### src/rtl/lr_check_sequencer_pkg.sv
// Shared definitions for the left/right disparity check path: sequencer
// state encoding, line-buffer geometry defaults and check-engine latency.
package lr_check_sequencer_pkg;

   localparam int DEF_AWIDTH = 9;
   localparam int DEF_DEPTH  = 512;
   localparam int DEF_DRAIN  = 3;
   localparam int DIM_W      = 11;

   typedef logic [DIM_W-1:0] dim_t;

   typedef enum logic [2:0] {
      ST_IDLE,
      ST_WAIT_ROW,
      ST_SCAN,
      ST_DRAIN,
      ST_ROW_END
   } seq_state_e;

   // True when a zero-based index has reached the final position of a
   // one-based extent (column within width, row within height).
   function automatic logic is_last(input dim_t idx, input dim_t extent);
      return idx == (extent - dim_t'(1));
   endfunction

endpackage

### src/rtl/lr_check_sequencer_if.sv
// Control/read bundle between the line-buffer sequencer and its parent.
// master: the sequencer (issues reads, reports progress).
// slave : the parent (frame geometry, start, row availability, backpressure).
interface lr_check_sequencer_if
   import lr_check_sequencer_pkg::*;
#(
   parameter int AWIDTH = DEF_AWIDTH
) ();

   logic              start;
   dim_t              img_width;
   dim_t              img_height;
   logic              row_ready;
   logic              stall;
   logic [AWIDTH-1:0] rd_addr_align;
   logic              rd_en_align;
   logic              clken;
   logic              row_done;
   logic              frame_done;
   logic              busy;
   dim_t              row_cnt;

   modport master (
      input  start, img_width, img_height, row_ready, stall,
      output rd_addr_align, rd_en_align, clken, row_done, frame_done, busy, row_cnt
   );

   modport slave (
      output start, img_width, img_height, row_ready, stall,
      input  rd_addr_align, rd_en_align, clken, row_done, frame_done, busy, row_cnt
   );

endinterface

### src/rtl/lr_check_sequencer.sv
// Row sequencer for the L/R consistency check. Walks the disp_L align buffer
// one row at a time with a free-running circular read pointer, then keeps the
// check engine clocked for its pipeline latency before reporting the row.
// Every output is a register: the value visible in a cycle is the step the
// sequencer decided on at the preceding edge, so stall sampled at an edge
// turns the following cycle into an idle bubble.
module lr_check_sequencer
   import lr_check_sequencer_pkg::*;
#(
   parameter int AWIDTH = DEF_AWIDTH,
   parameter int DEPTH  = DEF_DEPTH,
   parameter int DRAIN  = DEF_DRAIN
) (
   input  logic                  clk,
   input  logic                  rst,
   lr_check_sequencer_if.master  bus
);

   localparam int                DCW        = (DRAIN > 1) ? $clog2(DRAIN) : 1;
   localparam logic [AWIDTH-1:0] ADDR_LAST  = AWIDTH'(DEPTH - 1);
   localparam logic [DCW-1:0]    DRAIN_LAST = DCW'(DRAIN - 1);

   seq_state_e        state, state_n;
   dim_t              col_cnt, col_n;
   dim_t              row_n;
   logic [DCW-1:0]    drain_cnt, drain_n;
   logic [AWIDTH-1:0] addr_n, addr_inc;
   logic              rd_en_n, clken_n, row_done_n, frame_done_n, busy_n;

   // The pointer wraps at the buffer depth and never rewinds between rows.
   assign addr_inc = (bus.rd_addr_align == ADDR_LAST) ? '0 : bus.rd_addr_align + AWIDTH'(1);

   // State register.
   // NOTE: sequential state uses non-blocking assignments so every register
   // samples pre-edge values, independent of statement order.
   always_ff @(posedge clk) begin
      if (!rst) state <= ST_IDLE;
      else      state <= state_n;
   end

   // Next state, next counters and next output values; stall freezes all.
   // NOTE: every signal gets a default before the case so no path leaves a
   // variable unassigned, which would otherwise infer a latch.
   always_comb begin
      state_n      = state;
      col_n        = col_cnt;
      drain_n      = drain_cnt;
      row_n        = bus.row_cnt;
      addr_n       = bus.rd_addr_align;
      rd_en_n      = 1'b1;
      clken_n      = 1'b0;
      row_done_n   = 1'b0;
      frame_done_n = 1'b0;
      if (!bus.stall) begin
         case (state)
            ST_IDLE: begin
               if (bus.start) begin
                  state_n = ST_WAIT_ROW;
                  row_n   = '0;
               end
            end
            ST_WAIT_ROW: begin
               if (bus.row_ready) begin
                  state_n = ST_SCAN;
                  col_n   = '0;
                  rd_en_n = 1'b0;
                  clken_n = 1'b1;
               end
            end
            ST_SCAN: begin
               // The cycle just shown was a read: step the pointer past it.
               addr_n  = addr_inc;
               clken_n = 1'b1;
               if (is_last(col_cnt, bus.img_width)) begin
                  state_n = ST_DRAIN;
                  drain_n = '0;
               end else begin
                  col_n   = col_cnt + dim_t'(1);
                  rd_en_n = 1'b0;
               end
            end
            ST_DRAIN: begin
               if (drain_cnt == DRAIN_LAST) begin
                  state_n      = ST_ROW_END;
                  row_done_n   = 1'b1;
                  frame_done_n = is_last(bus.row_cnt, bus.img_height);
               end else begin
                  drain_n = drain_cnt + DCW'(1);
                  clken_n = 1'b1;
               end
            end
            ST_ROW_END: begin
               if (is_last(bus.row_cnt, bus.img_height)) begin
                  state_n = ST_IDLE;
               end else begin
                  state_n = ST_WAIT_ROW;
                  row_n   = bus.row_cnt + dim_t'(1);
               end
            end
            default: state_n = ST_IDLE;
         endcase
      end
      busy_n = (state_n != ST_IDLE);
   end

   // Counters, read pointer and registered outputs.
   always_ff @(posedge clk) begin
      if (!rst) begin
         col_cnt           <= '0;
         drain_cnt         <= '0;
         bus.row_cnt       <= '0;
         bus.rd_addr_align <= '0;
         bus.rd_en_align   <= 1'b1;
         bus.clken         <= 1'b0;
         bus.row_done      <= 1'b0;
         bus.frame_done    <= 1'b0;
         bus.busy          <= 1'b0;
      end else begin
         col_cnt           <= col_n;
         drain_cnt         <= drain_n;
         bus.row_cnt       <= row_n;
         bus.rd_addr_align <= addr_n;
         bus.rd_en_align   <= rd_en_n;
         bus.clken         <= clken_n;
         bus.row_done      <= row_done_n;
         bus.frame_done    <= frame_done_n;
         bus.busy          <= busy_n;
      end
   end

endmodule

### src/flat_wrapper.sv
// flat-port wrapper written by rule: the top's interface ports become plain ports
module lr_check_sequencer_flat import lr_check_sequencer_pkg::*;
#(
   parameter int AWIDTH = DEF_AWIDTH,
   parameter int DEPTH  = DEF_DEPTH,
   parameter int DRAIN  = DEF_DRAIN
)
  (clk, rst, bus_start, bus_img_width, bus_img_height, bus_row_ready, bus_stall, bus_rd_addr_align, bus_rd_en_align, bus_clken, bus_row_done, bus_frame_done, bus_busy, bus_row_cnt);
  lr_check_sequencer_if #(.AWIDTH(AWIDTH)) bus_i ();
  input  logic clk;
  input  logic rst;
  input wire logic [$bits(bus_i.start)-1:0] bus_start;
  input wire logic [$bits(bus_i.img_width)-1:0] bus_img_width;
  input wire logic [$bits(bus_i.img_height)-1:0] bus_img_height;
  input wire logic [$bits(bus_i.row_ready)-1:0] bus_row_ready;
  input wire logic [$bits(bus_i.stall)-1:0] bus_stall;
  output wire logic [$bits(bus_i.rd_addr_align)-1:0] bus_rd_addr_align;
  output wire logic [$bits(bus_i.rd_en_align)-1:0] bus_rd_en_align;
  output wire logic [$bits(bus_i.clken)-1:0] bus_clken;
  output wire logic [$bits(bus_i.row_done)-1:0] bus_row_done;
  output wire logic [$bits(bus_i.frame_done)-1:0] bus_frame_done;
  output wire logic [$bits(bus_i.busy)-1:0] bus_busy;
  output wire logic [$bits(bus_i.row_cnt)-1:0] bus_row_cnt;
  assign bus_i.start = bus_start;
  assign bus_i.img_width = bus_img_width;
  assign bus_i.img_height = bus_img_height;
  assign bus_i.row_ready = bus_row_ready;
  assign bus_i.stall = bus_stall;
  assign bus_rd_addr_align = bus_i.rd_addr_align;
  assign bus_rd_en_align = bus_i.rd_en_align;
  assign bus_clken = bus_i.clken;
  assign bus_row_done = bus_i.row_done;
  assign bus_frame_done = bus_i.frame_done;
  assign bus_busy = bus_i.busy;
  assign bus_row_cnt = bus_i.row_cnt;
  lr_check_sequencer #(.AWIDTH(AWIDTH), .DEPTH(DEPTH), .DRAIN(DRAIN)) u_core (.clk(clk), .rst(rst), .bus(bus_i));
endmodule
### config.mk
export PLATFORM = sky130hd
export DESIGN_NAME = lr_check_sequencer_flat
export DESIGN_NICKNAME = d
export VERILOG_FILES = /design/src/rtl/lr_check_sequencer_pkg.sv /design/src/rtl/lr_check_sequencer_if.sv /design/src/rtl/lr_check_sequencer.sv /design/src/flat_wrapper.sv
export SDC_FILE = /design/constraint.sdc
export NUM_CORES = 1
export LEC_CHECK = 0
export BUFFER_PORTS_ARGS = -buffer_cell sky130_fd_sc_hd__buf_2
export CAP_MARGIN = 20
export CORE_MARGIN = 2
export CORE_UTILIZATION = 50
export CTS_CLUSTER_DIAMETER = 120
export DETAILED_ROUTE_END_ITERATION = 16
export PLACE_DENSITY = 0.86
export SLEW_MARGIN = 20
export SYNTH_ARGS = -nofsm -noshare
export SYNTH_HDL_FRONTEND = slang
export SYNTH_SLANG_ARGS = --single-unit
### constraint.sdc
create_clock -name clk -period 3.4 [get_ports clk]
set_input_delay 0.85 -clock clk [delete_from_list [all_inputs] [get_ports clk]]
set_output_delay 0.85 -clock clk [all_outputs]
set_load 0.1 [all_outputs]
==> impl_metrics.py <==
metrics = {
    "run_status": {
        "status": "finished, final reports clean",
    },
    "placed_design": {
        "placed_cell_area_um2": 3140,
        "place_congestion": 0.894,
        "dp_hpwl_um": 5250,
        "post-place-cells": 479,
        "placement.io_buffers": 51,
    },
    "global_routing": {
        "grt_util_all_layers_pct": 22.8,
        "first_global_vias": 2629,
        "grt_first_pass_wirelength_um": 11500,
        "number_of_antenna_violations_at_the_first_check_in_global_routing": 0,
        "grt-ovfl-total": 0,
        "grt_start_max_net_pins": 18,
    },
    "floorplan": {
        "num_rows": 27,
        "initial_core_util_pct": 51.1,
        "horizontal_die_dimension_um": 78.3,
        "die_area_um2": 6140,
        "die_h_um": 78.3,
        "pin_count": 52,
        "core_um2": 5410,
    },
    "cells_and_area": {
        "fraction_of_layout_instances_using_a_drive_strength_above_1_pct": 21.7,
        "instances_no_fill": 487,
        "num-nets-final": 448,
        "area_growth_pct": 17.8,
        "finalCoreUtilization_pct": 60.2,
        "layout.cell_area.non_filler_um2": 3250,
        "n_antenna_cell": 0,
    },
    "routing": {
        "highest-signal-layer": "met4",
        "detail_route.wl_per_cell_um": 13.9,
        "post_drt_via_cell_ratio": 5.86,
        "ant_nets": 0,
        "vias": 2853,
        "totalWireLength_um": 6750,
        "dr.pass1.iters": 4,
        "met1Wirelength_um": 3040,
        "wl_met2_um": 3210,
        "drt_iter0_markers": 179,
        "drc_violations": 0,
        "detailroute.wirelength.met3_um": 394,
    },
    "yosys": {
        "async_reset_ff_share_pct": 0,
        "synth_edf_count": 0,
        "synth_fp_nets": 391,
        "synth.most_common_cell": "sky130_fd_sc_hd__dfxtp_1",
        "netlist_area_um2": 2760,
        "netlist-cell-type-count": 57,
        "simple_gate_area_share_of_the_yosys_netlist_pct": 31.9,
        "synth.ff_latch_count": 41,
        "netlist.top_cell.by_area": "sky130_fd_sc_hd__dfxtp_1",
        "synth_sequential_area_ratio_pct": 29.7,
        "synthTopCellsByArea": "sky130_fd_sc_hd__dfxtp_1 30%, sky130_fd_sc_hd__xnor2_1 5.4%, sky130_fd_sc_hd__xor2_1 4.8%",
        "synth.yosys.warnings": 0,
        "syn_avg_cell_area_um2": 7.74,
        "post_synthesis_share_of_cell_area_spent_on_xor_and_xnor_gates_pct": 11.0,
        "multiplexer_fraction_of_the_synthesized_cell_area_pct": 1.09,
        "post-synth-top-area-fraction_pct": 29.7,
        "ys_dominant_reg_cell": "sky130_fd_sc_hd__dfxtp_1",
        "combinational_family_with_the_most_area_after_synthesis": "simple AND/OR/NAND/NOR gates",
        "synth-adder-area-share_pct": 3.17,
        "post_synth_inst_count": 357,
        "compound_gate_portion_of_the_synthesized_area_pct": 19.2,
        "post_synth_most_frequent_cells": "41 x sky130_fd_sc_hd__dfxtp_1, 34 x sky130_fd_sc_hd__nand2_1, 31 x sky130_fd_sc_hd__nor2_1, 26 x sky130_fd_sc_hd__a21oi_1, 21 x sky130_fd_sc_hd__o21ai_0",
    },
    "power": {
        "power_report.internal_total_mw": 0.780,
        "netSwitchingPower_mw": 0.272,
        "clock_power_share_pct": 38.5,
        "power.share.sequential_pct": 46.8,
        "p_sw_share_pct": 25.8,
        "vdd.ir_drop.worst_uv": 165,
        "pwr_density_cell_nw_per_um2": 323,
        "p_leak_nw": 1.34,
        "part_of_the_total_power_dissipated_in_combinational_logic_pct": 14.7,
    },
    "job": {
        "maxCapViolCount": 0,
    },
    "sta": {
        "setup_total_negative_slack_ps": 0,
        "timing.slew.headroom_pct": 47.9,
        "finalMaxSlewViolations": 0,
        "post-route-min-period_ps": 3050,
        "hold_viol_final": 0,
        "maxClockFrequency_mhz": 328,
        "post-route-period-util_pct": 89.8,
        "timing.clock.skew_ps": 8.30,
        "worst_pin_slew_ps": 777,
        "finalSetupViolations": 0,
        "finalHoldWorstSlack_ps": 483,
        "grt_setup_unrepaired": "false",
    },
    "clock_network": {
        "clkLatencyLatePin_ps": 290,
        "clock_tree.buffer_depth": 2,
        "cts_root_buf": "sky130_fd_sc_hd__clkbuf_8",
        "cts_max_level": 2,
        "cts_tree": "built",
        "cts_made_buffers": 5,
        "ctsHoldBuffers": 0,
        "post_cts_buffers": 0,
        "cts.sinks": 41,
        "post_cts_sizing": 0,
        "clk_transition_reported_paths_ps": 70,
    },
    "setup_path": {
        "kind_of_start_point_of_the_critical_path": "primary input",
        "setup.worst_path.end_class": "register",
        "worst-path-max-fanout": 5,
        "worst_ep_arrival_time_ps": 3230,
        "worst-r2r-setup-slack_ps": 750,
        "rr_startpoint": "u_core.bus.row_cnt[6]",
        "worst_ep_required_time_ps": 3580,
        "critPathCapture": "u_core.drain_cnt[0]",
        "critical_path_class": "primary input to register",
        "regToRegEndpoint": "u_core.bus.row_cnt[5]",
        "ff2ff_path_depth": 9,
        "crit_path_start": "bus_img_width[1]",
    },
    "worst_hold_path": {
        "worstHoldPathType": "register to register",
    },
}
[how the worst min path moves through the flow]
stage | slack [ps] | end | cells past startpoint | startpoint
finish | 480 | u_core.bus.rd_addr_align[8] | 2 | u_core.bus.rd_addr_align[8]
global route | 520 | u_core.bus.rd_addr_align[8] | 2 | u_core.bus.rd_addr_align[8]
floorplan | 460 | u_core.col_cnt[10] | 2 | u_core.col_cnt[10]
global placement | 460 | u_core.bus.rd_addr_align[8] | 2 | u_core.bus.rd_addr_align[8]
detailed placement | 480 | u_core.bus.rd_addr_align[8] | 2 | u_core.bus.rd_addr_align[8]
CTS | 490 | u_core.bus.rd_addr_align[8] | 2 | u_core.bus.rd_addr_align[8]
[per-layer routing]
metal  vias up  global-route usage, %
met1      1305                   29.1
li1       1439                      -
met4         0                   8.25
met5         -                      0
met2        98                   38.2
met3        11                   4.60
[state kept, by name (all words and copies together) (netlist names)]
signal	count
u_core.bus.rd_en_align	1
u_core.bus.busy	1
u_core.bus.row_done	1
u_core.state	3
u_core.bus.rd_addr_align	9
u_core.bus.clken	1
u_core.drain_cnt	2
u_core.bus.frame_done	1
u_core.bus.row_cnt	11
u_core.col_cnt	11
[through the flow]
stage / setup WS (ps) / power [mW]
floorplan: 106 / 0.603
global placement: 77.5 / 0.652
detailed placement: 49.2 / 0.656
CTS: 355 / 1.06
global route: 30.2 / 1.10
finish: 347 / 1.05
[kinds of logic (layout without fill, tap and decap cells)]
group / Yosys count / count (layout)
simple gates: 164 / 164
compound gates: 83 / 83
flops: 41 / 41
xor+xnor: 33 / 33
buf+inv: 26 / 84
fa+ha+maj: 7 / 7
mux: 3 / 3
[layout make-up]
| type | count | area (um2) |
|---|---|---|
| flip-flops and latches | 41 | 821 |
| inverters | 13 | 48.8 |
| clock buffers | 7 | 86.3 |
| repair buffers | 63 | 345 |
| fillers | 507 | 2150 |
| clock inverters | 1 | 30.0 |
| multi-input cells | 290 | 1830 |
| well taps | 72 | 90.1 |
[placed cells by master (no fill, tap or decap), types with 13 or more instances in the layout]
cell type / count
sky130_fd_sc_hd__nand4_1: 19
sky130_fd_sc_hd__a21oi_1: 26
sky130_fd_sc_hd__buf_2: 51
sky130_fd_sc_hd__nand2_1: 34
sky130_fd_sc_hd__dfxtp_1: 41
sky130_fd_sc_hd__nor2_1: 31
sky130_fd_sc_hd__xor2_1: 15
sky130_fd_sc_hd__inv_1: 13
sky130_fd_sc_hd__xnor2_1: 17
sky130_fd_sc_hd__o21ai_0: 21
sky130_fd_sc_hd__nand3_1: 13
[critical path: stages]
cell and delay, ps:
sky130_fd_sc_hd__buf_2 120, sky130_fd_sc_hd__or4_1 540, sky130_fd_sc_hd__or4_1 480, sky130_fd_sc_hd__nand3_1 110
sky130_fd_sc_hd__or4b_1 420, sky130_fd_sc_hd__and4bb_4 310, sky130_fd_sc_hd__nor2_1 50, sky130_fd_sc_hd__o311a_1 350
[power by group through the flow]
stage               Combinational (mW)  Clock, mW  Sequential (mW)
global route                     0.171      0.436            0.494
detailed placement               0.153          0            0.503
CTS                              0.154      0.417            0.492
global placement                 0.149          0            0.503
floorplan                       0.0838          0            0.519
finish                           0.155      0.405            0.492
No activity file was read; power rests on OpenSTA's default activity.
